--- config.mk ---
export PLATFORM = sky130hd
export DESIGN_NAME = mem_lsu_rmw_flat
export DESIGN_NICKNAME = d
export VERILOG_FILES = /design/src/rtl/mem_pkg.sv /design/src/rtl/mem_lsu_rmw_if.sv /design/src/rtl/mem_lane_fmt.sv /design/src/rtl/mem_lsu_rmw.sv /design/src/flat_wrapper.sv
export SDC_FILE = /design/constraint.sdc
export NUM_CORES = 1
export LEC_CHECK = 0
export CAP_MARGIN = 20
export CORE_ASPECT_RATIO = 0.5
export CORE_MARGIN = 5
export CORE_UTILIZATION = 40
export CTS_CLUSTER_SIZE = 12
export DETAILED_ROUTE_END_ITERATION = 8
export GPL_ROUTABILITY_DRIVEN = 0
export HOLD_SLACK_MARGIN = 0.05
export PLACE_DENSITY = 0.76
export RECOVER_POWER = 100
export SYNTH_ARGS = -nofsm -noshare
export SYNTH_HDL_FRONTEND = slang
export SYNTH_HIERARCHICAL = 1
export SYNTH_SLANG_ARGS = --single-unit
--- constraint.sdc ---
create_clock -name clk -period 2.5 [get_ports clk]
set_clock_uncertainty 0.15 [all_clocks]
set_input_delay 0.625 -clock clk [delete_from_list [all_inputs] [get_ports clk]]
set_output_delay 0.625 -clock clk [all_outputs]
set_load 0.02 [all_outputs]
--- src/rtl/mem_pkg.sv ---
// Shared encodings for the load/store RMW front-end: access sizes, FSM states
// and big-endian lane shift helpers.
package mem_pkg;

  localparam logic [1:0] SZ_BYTE = 2'b00;
  localparam logic [1:0] SZ_HALF = 2'b01;
  localparam logic [1:0] SZ_WORD = 2'b10;

  localparam int WORD_W = 32;
  localparam int HALF_W = 16;
  localparam int BYTE_W = 8;

  typedef enum logic [2:0] {
    IDLE,
    RD,
    WAIT,
    WR,
    RESP
  } state_e;

  // Big-endian: byte offset 0 sits in the top lane, so shift = (3 - off) * 8.
  function automatic logic [4:0] byte_shift(input logic [1:0] off);
    return {~off, 3'b000};
  endfunction

  function automatic logic [4:0] half_shift(input logic hi);
    return {~hi, 4'b0000};
  endfunction

endpackage

--- src/rtl/mem_lsu_rmw_if.sv ---
// Request/response handshake bundle between a requester and the LSU front-end.
interface mem_lsu_rmw_if #(
  parameter int ADDR_WIDTH = 32,
  parameter int DATA_WIDTH = 32
);
  logic                  req_valid;
  logic                  req_ready;
  logic                  req_we;
  logic [1:0]            req_size;
  logic                  req_unsigned;
  logic [ADDR_WIDTH-1:0] req_addr;
  logic [DATA_WIDTH-1:0] req_wdata;
  logic                  rsp_valid;
  logic                  rsp_ready;
  logic [DATA_WIDTH-1:0] rsp_rdata;
  logic                  rsp_err;

  modport master (
    output req_valid, req_we, req_size, req_unsigned, req_addr, req_wdata, rsp_ready,
    input  req_ready, rsp_valid, rsp_rdata, rsp_err
  );

  modport slave (
    input  req_valid, req_we, req_size, req_unsigned, req_addr, req_wdata, rsp_ready,
    output req_ready, rsp_valid, rsp_rdata, rsp_err
  );
endinterface

--- src/rtl/mem_lane_fmt.sv ---
// Combinational lane formatter: big-endian load extract with sign/zero extend,
// and sub-word store merge into a fetched memory word.
module mem_lane_fmt
  import mem_pkg::*;
(
  input  logic [WORD_W-1:0] word_i,
  input  logic [1:0]        off_i,
  input  logic [1:0]        size_i,
  input  logic              unsigned_i,
  input  logic [HALF_W-1:0] wdata_i,
  output logic [WORD_W-1:0] load_o,
  output logic [WORD_W-1:0] merge_o
);

  logic [4:0]               bsh;
  logic [4:0]               hsh;
  logic [WORD_W-1:0]        bword;
  logic [WORD_W-1:0]        hword;
  logic [BYTE_W-1:0]        bval;
  logic [HALF_W-1:0]        hval;
  logic signed [BYTE_W-1:0] bval_s;
  logic signed [HALF_W-1:0] hval_s;
  logic [WORD_W-1:0]        bmask;
  logic [WORD_W-1:0]        hmask;

  always_comb begin
    bsh    = byte_shift(off_i);
    hsh    = half_shift(off_i[1]);
    bword  = word_i >> bsh;
    hword  = word_i >> hsh;
    bval   = bword[BYTE_W-1:0];
    hval   = hword[HALF_W-1:0];
    bval_s = bval;
    hval_s = hval;
    bmask  = {{(WORD_W-BYTE_W){1'b0}}, {BYTE_W{1'b1}}} << bsh;
    hmask  = {{(WORD_W-HALF_W){1'b0}}, {HALF_W{1'b1}}} << hsh;

    load_o  = '0;
    merge_o = word_i;
    case (size_i)
      SZ_BYTE: begin
        if (unsigned_i) load_o = {{(WORD_W-BYTE_W){1'b0}}, bval};
        else            load_o = WORD_W'(bval_s);
        merge_o = (word_i & ~bmask) |
                  ({{(WORD_W-BYTE_W){1'b0}}, wdata_i[BYTE_W-1:0]} << bsh);
      end
      SZ_HALF: begin
        if (unsigned_i) load_o = {{(WORD_W-HALF_W){1'b0}}, hval};
        else            load_o = WORD_W'(hval_s);
        merge_o = (word_i & ~hmask) | ({{(WORD_W-HALF_W){1'b0}}, wdata_i} << hsh);
      end
      SZ_WORD: load_o = word_i;
      default: load_o = '0;
    endcase
  end

endmodule

--- src/rtl/mem_lsu_rmw.sv ---
// Load/store front-end for a single-port word memory: one request in flight,
// sub-word stores become an atomic read-modify-write, loads are aligned/extended.
module mem_lsu_rmw
  import mem_pkg::*;
#(
  parameter int MEM_SIZE   = 4096,
  parameter int ADDR_WIDTH = 32,
  parameter int DATA_WIDTH = 32
) (
  input  logic                  clk,
  input  logic                  rst_n,
  mem_lsu_rmw_if.slave          bus,
  output logic [ADDR_WIDTH-1:0] mem_addr,
  output logic [ADDR_WIDTH-1:0] mem_addw,
  output logic                  mem_we,
  output logic [DATA_WIDTH-1:0] mem_din,
  input  logic [DATA_WIDTH-1:0] mem_dout
);

  localparam logic [ADDR_WIDTH-1:0] MEM_LIMIT = ADDR_WIDTH'(MEM_SIZE);

  state_e                state_q, state_d;
  logic [ADDR_WIDTH-1:0] addr_q;
  logic [DATA_WIDTH-1:0] rdata_q, rdata_d;
  logic                  err_q, err_d;
  logic                  we_q;
  logic                  unsigned_q;
  logic [1:0]            size_q;
  logic [1:0]            off_q;
  logic [DATA_WIDTH-1:0] wdata_q;
  logic                  accept;
  logic                  req_bad;
  logic [DATA_WIDTH-1:0] load_val;
  logic [DATA_WIDTH-1:0] merge_val;

  assign accept = bus.req_valid && (state_q == IDLE);

  always_comb begin
    req_bad = 1'b0;
    case (bus.req_size)
      SZ_BYTE: req_bad = 1'b0;
      SZ_HALF: req_bad = bus.req_addr[0];
      SZ_WORD: req_bad = |bus.req_addr[1:0];
      default: req_bad = 1'b1;
    endcase
    if (bus.req_addr >= MEM_LIMIT) req_bad = 1'b1;
  end

  mem_lane_fmt u_fmt (
    .word_i     (mem_dout),
    .off_i      (off_q),
    .size_i     (size_q),
    .unsigned_i (unsigned_q),
    .wdata_i    (wdata_q[HALF_W-1:0]),
    .load_o     (load_val),
    .merge_o    (merge_val)
  );

  always_comb begin
    state_d = state_q;
    rdata_d = rdata_q;
    err_d   = err_q;
    case (state_q)
      IDLE: begin
        if (accept) begin
          rdata_d = '0;
          err_d   = req_bad;
          if (req_bad)                                  state_d = RESP;
          else if (bus.req_we && bus.req_size == SZ_WORD) state_d = WR;
          else                                          state_d = RD;
        end
      end
      RD:   state_d = WAIT;
      WAIT: begin
        if (!we_q) rdata_d = load_val;
        state_d = RESP;
      end
      WR:   state_d = RESP;
      RESP: if (bus.rsp_ready) state_d = IDLE;
      default: state_d = IDLE;
    endcase
  end

  // Write strobe comes from state alone so an async reset kills it at once.
  always_comb begin
    bus.req_ready = (state_q == IDLE);
    bus.rsp_valid = (state_q == RESP);
    bus.rsp_rdata = rdata_q;
    bus.rsp_err   = err_q;
    mem_addr      = addr_q;
    mem_addw      = addr_q;
    mem_we        = (state_q == WR) || ((state_q == WAIT) && we_q);
    mem_din       = '0;
    if (state_q == WR)                mem_din = wdata_q;
    else if (state_q == WAIT && we_q) mem_din = merge_val;
  end

  always_ff @(posedge clk or negedge rst_n) begin
    if (!rst_n) begin
      state_q <= IDLE;
      addr_q  <= '0;
      rdata_q <= '0;
      err_q   <= 1'b0;
    end else begin
      state_q <= state_d;
      rdata_q <= rdata_d;
      err_q   <= err_d;
      if (accept) addr_q <= {bus.req_addr[ADDR_WIDTH-1:2], 2'b00};
    end
  end

  always_ff @(posedge clk) begin
    if (accept) begin
      we_q       <= bus.req_we;
      unsigned_q <= bus.req_unsigned;
      size_q     <= bus.req_size;
      off_q      <= bus.req_addr[1:0];
      wdata_q    <= bus.req_wdata;
    end
  end

endmodule

--- src/flat_wrapper.sv ---
// flat-port wrapper written by rule: the top's interface ports become plain ports
module mem_lsu_rmw_flat import mem_pkg::*;
#(
  parameter int MEM_SIZE   = 4096,
  parameter int ADDR_WIDTH = 32,
  parameter int DATA_WIDTH = 32
)
  (clk, rst_n, mem_addr, mem_addw, mem_we, mem_din, mem_dout, bus_req_valid, bus_req_we, bus_req_size, bus_req_unsigned, bus_req_addr, bus_req_wdata, bus_rsp_ready, bus_req_ready, bus_rsp_valid, bus_rsp_rdata, bus_rsp_err);
  mem_lsu_rmw_if #(.ADDR_WIDTH(ADDR_WIDTH), .DATA_WIDTH(DATA_WIDTH)) bus_i ();
  input  logic clk;
  input  logic rst_n;
  output logic [ADDR_WIDTH-1:0] mem_addr;
  output logic [ADDR_WIDTH-1:0] mem_addw;
  output logic mem_we;
  output logic [DATA_WIDTH-1:0] mem_din;
  input  logic [DATA_WIDTH-1:0] mem_dout;
  input wire logic [$bits(bus_i.req_valid)-1:0] bus_req_valid;
  input wire logic [$bits(bus_i.req_we)-1:0] bus_req_we;
  input wire logic [$bits(bus_i.req_size)-1:0] bus_req_size;
  input wire logic [$bits(bus_i.req_unsigned)-1:0] bus_req_unsigned;
  input wire logic [$bits(bus_i.req_addr)-1:0] bus_req_addr;
  input wire logic [$bits(bus_i.req_wdata)-1:0] bus_req_wdata;
  input wire logic [$bits(bus_i.rsp_ready)-1:0] bus_rsp_ready;
  output wire logic [$bits(bus_i.req_ready)-1:0] bus_req_ready;
  output wire logic [$bits(bus_i.rsp_valid)-1:0] bus_rsp_valid;
  output wire logic [$bits(bus_i.rsp_rdata)-1:0] bus_rsp_rdata;
  output wire logic [$bits(bus_i.rsp_err)-1:0] bus_rsp_err;
  assign bus_i.req_valid = bus_req_valid;
  assign bus_i.req_we = bus_req_we;
  assign bus_i.req_size = bus_req_size;
  assign bus_i.req_unsigned = bus_req_unsigned;
  assign bus_i.req_addr = bus_req_addr;
  assign bus_i.req_wdata = bus_req_wdata;
  assign bus_i.rsp_ready = bus_rsp_ready;
  assign bus_req_ready = bus_i.req_ready;
  assign bus_rsp_valid = bus_i.rsp_valid;
  assign bus_rsp_rdata = bus_i.rsp_rdata;
  assign bus_rsp_err = bus_i.rsp_err;
  mem_lsu_rmw #(.MEM_SIZE(MEM_SIZE), .ADDR_WIDTH(ADDR_WIDTH), .DATA_WIDTH(DATA_WIDTH)) u_core (.clk(clk), .rst_n(rst_n), .bus(bus_i), .mem_addr(mem_addr), .mem_addw(mem_addw), .mem_we(mem_we), .mem_din(mem_din), .mem_dout(mem_dout));
endmodule
After elaboration in Yosys (flattened, before gate mapping) --
Index checks and enable logic that the tools add are counted.
Storage, ports and cells: flip-flop bits (word level) 104, bits of input ports 104, output and inout port bits 132, logic and storage cells 64
Cells by class: order comparisons 1, eq/ne operators 11, shift operators 6, multiplexer cells 16, bitwise gates (word level) 8, reduce and logical (&&, ||, !) cells 13
Operators by type and width (count):
- 2-to-1 mux 32 bit | 6
- case mux 32 bit (2 select lines) | 2
- case mux 32 bit (3 select lines) | 1
- AND 32 bit | 2
- NOT 32 bit | 2
- OR 32 bit | 2
- >= comparator 32 x 13 -> 1 bit (second input constant) | 1
- left shift 16 x 5 -> 32 bit | 1
- left shift 16 x 5 -> 32 bit (first input constant) | 1
- left shift 8 x 5 -> 32 bit | 1
- left shift 8 x 5 -> 32 bit (first input constant) | 1
- >> shifter 32 x 5 -> 16 bit | 1
- >> shifter 32 x 5 -> 8 bit | 1
- case mux 3 bit (4 select lines) | 1
- 2-to-1 mux 3 bit | 3
- equality test 3 x 2 -> 1 bit (second input constant) | 2
- equality test 2 x 1 -> 1 bit (second input constant) | 2
- equality test 2 bit (second input constant) | 2
- zero test 2 bit | 2
- != test 2 bit (second input constant) | 2
- AND reduction 2 bit | 2
- OR reduction 2 bit | 2
- equality test 3 x 1 -> 1 bit (second input constant) | 1
- equality test 3 bit (second input constant) | 1
- other kinds (11) | 13

Longest topological paths before layout --
Gate-level depths: netlist (run 1).
depth in word-level cells 8, depth in mapped cells 8, mapped depth without buffers 6

By module --
The synthesis (run 1) kept the hierarchy.
By module, submodules not included:
- mem_lsu_rmw | times used 1, cells an instance 353, area each 4441.8 µm², sequential area each 2792.7 µm²
- mem_lane_fmt | times used 1, cells an instance 170, area each 1203.7 µm², sequential area each 0.0 µm²

Least setup slack after synthesis (run 1) --
OpenSTA, ideal clock, no wires.
path kind register to output, from register u_core.size_q[1], to output port mem_din[21], arrival time 1669 ps, data required time 1725 ps, path slack 56 ps, cell stages (with the launch flop) 6, path buffers 2, cell sequence edfxtp_1 > buf_2 > nor3_2 > buf_4 > mux2_2 > a22o_1
Between the ends: longest elaborated chain between the ends 4, elaborated cells on any way between the ends 5, classes of those cells eq/ne (1); mux (3); reduce/logical (1)
RTL lines:
- from (decl) | line mem_lsu_rmw.sv:28 | logic [1:0] size_q;
- from (signal assigned) | line mem_lsu_rmw.sv:116 | size_q <= bus.req_size;
- equality test 2 x 1 -> 1 bit / zero test 2 bit (equally long branches) | line mem_lane_fmt.sv:40 | case (size_i)
- case mux 32 bit (2 select lines) * | line mem_lane_fmt.sv:40
- named net u_core.merge_val[21] | line mem_lsu_rmw.sv:34 | logic [DATA_WIDTH-1:0] merge_val;
- 2-to-1 mux 32 bit * | line mem_lsu_rmw.sv:95 | else if (state_q == WAIT && we_q) mem_din = merge_val;
- 2-to-1 mux 32 bit * | line mem_lsu_rmw.sv:94 | if (state_q == WR) mem_din = wdata_q;
- to (decl) | line flat_wrapper.sv:15 | output logic [DATA_WIDTH-1:0] mem_din;
The timed path passes the listed nets; every way through them passes the cells marked *.

Worst setup path in the final report (run 1) --
from register u_core.off_q[1], to output port mem_din[7]
Between the ends: longest elaborated chain between the ends 8, elaborated cells on any way between the ends 15, classes of those cells shift (4); mux (3); bitwise (8)
RTL lines:
- from (decl) | line mem_lsu_rmw.sv:29 | logic [1:0] off_q;
- from (signal assigned) | line mem_lsu_rmw.sv:117 | off_q <= bus.req_addr[1:0];
- NOT 1 bit / NOT 2 bit (equally long branches) | line mem_pkg.sv:27, mem_pkg.sv:23
- left shift 16 x 5 -> 32 bit / left shift 8 x 5 -> 32 bit (equally long branches) | line mem_lane_fmt.sv:36, mem_lane_fmt.sv:35
- NOT 32 bit, on equally long branches | line mem_lane_fmt.sv:50, mem_lane_fmt.sv:44
- AND 32 bit, on equally long branches | line mem_lane_fmt.sv:50, mem_lane_fmt.sv:44
- OR 32 bit, on equally long branches | line mem_lane_fmt.sv:50, mem_lane_fmt.sv:44
- case mux 32 bit (2 select lines) * | line mem_lane_fmt.sv:40
- named net u_core.merge_val[7] | line mem_lsu_rmw.sv:34
- 2-to-1 mux 32 bit * | line mem_lsu_rmw.sv:95
- 2-to-1 mux 32 bit * | line mem_lsu_rmw.sv:94
Marks and branches as above.

==> qor_table.md, run 1 <==
| Stage | Parameter | This run |
|---|---|---|
| outcome | Result of the run | finished with violations |
| outcome | Violated checks | setup timing |
| clocking | Depth of the CTS H-tree | 3 |
| pwr | Overall power after layout | 5.13 mW |
| synth | Top FF cell, synth | sky130_fd_sc_hd__dfrtp_1 |
| synth | Synth Cell Area | 5650 sq um |
| critical path | Largest incremental delay on the critical path | 0.51 ns |
| synth | Number of standard cells after synthesis | 523 |
| pwr | Peak supply drop | 0.428 mV |
| finish | Final nets | 887 |
| critical path | Worst-path cell chain | buf_4, nand2b_4, nor2_4, buf_6, mux2_2, a22o_1, buf_2 |
| critical path | Crit path capture type | output port |
| timing | Max-slew violations | 0 |
| synth | Most numerous cell in the Yosys netlist | sky130_fd_sc_hd__nand2_1 |
| finish | Synthesis-to-finish area growth | 59.7% |
| critical path | Kind of critical path | flop to output port |
| worst hold path | Path class of the lowest-slack min-delay path | flop to flop |
| synth | Top post-synthesis cells by count | 104 x sky130_fd_sc_hd__nand2_1, 66 x sky130_fd_sc_hd__dfrtp_1, 41 x sky130_fd_sc_hd__a22o_1 |
| timing | Relative slew margins | 20.5% |
| global routing | Antenna violations before repair | 5 |
| pwr | Power per standard cell area | 568 nW/um^2 |
| timing | Unrepaired setup endpoints after global routing | true |
| timing | Achievable clock frequency | 348 MHz |
| routing | Detailed-route via count | 5204 |
| timing | Min setup slack post-route | -0.373 ns |
| timing | Part of the cycle the worst path needs | 115% |
| finish | Final standard cell count with taps included and fillers excluded | 982 |
| critical path | Family with the most delay on the worst path | flip-flops |
| critical path | Buffering stage count on the worst path with inverters included | 3 |
| synth | Main area contributors after synthesis | sky130_fd_sc_hd__dfrtp_1 29%, sky130_fd_sc_hd__edfxtp_1 20%, sky130_fd_sc_hd__nand2_1 6.9% |
| critical path | Critical Path AT | 2.10 ns |
| finish | Fraction of layout cells with a size suffix above 1 | 25.4% |
| routing | Router iterations before antenna repair | 5 |
| clocking | Buffer levels on the longest clock path | 2 |
| synth | Unique masters post-synth | 49 |
| finish | Final design utilization | 65.8% |
| timing | Setup total negative slack | -9.98 ns |
| routing | WL per Instance | 19.7 microns |
| global routing | First-pass GRT wire length | 28.6 mm |
| clocking | Register clock-pin slew on the reported worst setup and hold paths | 0.08 ns |
| clocking | Number of CTS-inserted buffers | 9 |
| place | Half-perimeter wire length after placement | 14.2 mm |
| floorplanning | # rows | 30 |
| timing | Tmin final | 2.87 ns |
| global routing | Global route total overflow | 0 |
| synth | Number of flops mapped to enable cells by yosys | 38 |
| pwr | Clock network power share | 27.9% |
| global routing | Met1 track utilization from global routing | 26.2% |
| floorplanning | Die area | 16700 sq um |
| job | Max capacitance violation total | 0 |
| floorplanning | Die span in x | 178 microns |
| critical path | Required time worst endpoint | 1.73 ns |
| floorplanning | Die height | 94.0 microns |
| pwr | Net switching power | 1.57 mW |
| synth | Post-synth top area cell | sky130_fd_sc_hd__dfrtp_1 |
| pwr | Logic gate share of total power | 31.8% |
| clocking | Sinks on Clock Net | 104 |
| routing | DRT iter0 DRCs | 368 |
| critical path | Master of the slowest instance on the critical path | sky130_fd_sc_hd__edfxtp_1 |
| routing | Final routed DRC violation total | 0 |
| floorplanning | Effective utilization at floorplan | 41.2% |
| pwr | Static Leakage | 3.72 nW |
| routing | Per-cell via count in the routed design | 5.30 |
| global routing | Via count of the first global-routing pass | 5355 |
| synth | Count of state elements after synthesis | 104 |
| place | Placed Cells incl. Taps | 947 |
| synth | Area share of the largest cell type after synthesis | 29.3% |
| clocking | Master cell of the clock root buffer | sky130_fd_sc_hd__clkbuf_16 |
| pwr | Proportion of power drawn by flip-flops and latches | 40.3% |
| global routing | Most congested layer reported by global routing | met2 |
| routing | Remaining antenna violation count | 0 |
| global routing | Met2 GRT Util | 38.3% |
| timing | Slew at the pin closest to its max-slew limit | 1.19 ns |
| floorplanning | Top-Level Pins | 236 |
| pwr | Net Sw Frac | 30.5% |
| clocking | Post-cts hold buffer count | 0 |
| global routing | GR Util met3 | 5.91% |
| synth | Number of warning messages in the yosys log | 6 |
| critical path | Top fanout value on the critical path | 7 |
| synth | Mapped Avg Cell Area | 10.8 sq um |
| synth | Post-synthesis async set-or-reset flop share | 63.5% |
| synth | Share of the yosys chip area belonging to registers | 49.5% |
| timing | Number of hold-slack violations in the final timing report | 0 |
| routing | Detailed-route wire length | 19.3 mm |
| clocking | Clock insertion delay at the later pin of the skew report | 0.34 ns |
| global routing | Aggregate global-route resource usage | 21.8% |
| place | Number of buffers inserted by port buffering | 231 |
| timing | Min Hold Slack | 0.332 ns |
| global routing | Maximum number of pins on one net before global-route repair | 65 |
| clocking | Clock tree from TritonCTS | done |
| critical path | CP Launch Type | flop |
| floorplanning | Core area | 13700 sq um |
| pwr | Internal cell power | 3.56 mW |
| timing | Setup violation total in the final timing report | 32 |
path summary, 6_finish.rpt:
check,from,slack (ns),endpoint,depth (start not counted)
setup / recovery,u_core/off_q[1]$_DFFE_PP_,-0.37,mem_din[7],7
hold / removal,u_core/bus.rsp_rdata[15]$_DFFE_PN0P_,0.33,u_core/bus.rsp_rdata[15]$_DFFE_PN0P_,2
setup reg to reg,u_core/size_q[0]$_DFFE_PP_,0.30,u_core/bus.rsp_rdata[2]$_DFFE_PN0P_,7
hold reg to reg,u_core/bus.rsp_rdata[15]$_DFFE_PN0P_,0.33,u_core/bus.rsp_rdata[15]$_DFFE_PN0P_,2
max in group asynchronous,rst_n,0.48,u_core/bus.rsp_rdata[17]$_DFFE_PN0P_,2
min in group asynchronous,rst_n,0.35,u_core/mem_addr[6]$_DFFE_PN0P_,1
kinds of logic (layout without fill, tap and decap cells):
| family | count (synthesis) | in the layout | share of synthesized area (%) |
|---|---|---|---|
| multiplexers | 60 | 60 | 11.9 |
| AND/OR/NAND/NOR | 161 | 161 | 13.3 |
| AO/OA/AOI/OAI | 122 | 122 | 16.3 |
| other | 1 | 6 | 0.0664 |
| buffers and inverters | 75 | 337 | 8.91 |
| flip-flops | 104 | 104 | 49.5 |
registers in the layout, summed over array words and instances (netlist names):
signal	flops
u_core/bus.rsp_err	1
u_core/we_q	1
u_core/wdata_q	32
u_core/unsigned_q	1
u_core/mem_addr	30
u_core/off_q	2
u_core/size_q	2
u_core/bus.rsp_rdata	32
u_core/state_q	3
cells in the final DEF (no fill, tap or decap), drive strengths merged, types with 12 or more instances in the layout:
cell type / count
mux2: 54
nand2: 104
edfxtp: 38
buf: 121
a221o: 14
dfrtp: 66
dlygate4sd3: 38
clkbuf: 12
clkdlybuf4s50: 157
nor2: 18
o21ai: 35
a22o: 41
layout make-up:
type                            instances  area (sq um)
Antenna cell                            2          5.00
Sequential cell                       104          2790
Timing Repair Buffer                  320          3090
Clock inverter                          6          66.3
Tap cell                              192           240
Clock buffer                           10           229
Multi-Input combinational cell        347          2590
Inverter                                1          3.75
Fill cell                            1006          4680
metrics by stage:
stage,area [sq um],setup slack [ns]
floorplan,5660,0.0563
global placement,8360,-0.568
detailed placement,8360,-0.583
CTS,8770,-0.325
global route,9020,-0.439
finish,9020,-0.373
layer usage:
metal | share of wire [%] | vias up
met5 | 0.17 | -
met3 | 6.7 | 55
met4 | 3.4 | 6
li1 | - | 2379
met2 | 50 | 232
met1 | 39 | 2532
worst min-delay path: stages, from the launching register on:
cell	delay, ns
sky130_fd_sc_hd__dfrtp_1	0.34
sky130_fd_sc_hd__nand2_1	0.05
sky130_fd_sc_hd__o21ai_1	0.06
power by group through the flow:
stage / clock, mW / sequential [mW] / combinational [mW]
after floorplan: 0 / 2.20 / 0.697
after global placement: 0 / 2.08 / 1.52
after detailed placement: 0 / 2.09 / 1.53
after CTS: 1.46 / 2.06 / 1.58
after global routing: 1.54 / 2.09 / 1.72
final: 1.43 / 2.06 / 1.63
repair_timing:
item | CTS | global route
setup endpoints to repair | 35 | 33
resized for setup | 184 | 57
pin swaps | 18 | 31
setup buffers | 7 | 10
endpoints found under the hold margin | 0 | 0
Note: power is estimated with default switching activity, not from simulation.
==> run 2, diff against run 1 <==
--- a/config.mk
+++ b/config.mk
@@ -15,6 +15,7 @@
 export HOLD_SLACK_MARGIN = 0.05
 export PLACE_DENSITY = 0.76
 export RECOVER_POWER = 100
+export SLEW_MARGIN = 15
 export SYNTH_ARGS = -nofsm -noshare
 export SYNTH_HDL_FRONTEND = slang
 export SYNTH_HIERARCHICAL = 1
==> results of run 2 <==
Same layout as run 1: the final DEF is identical, and so are final timing and power.
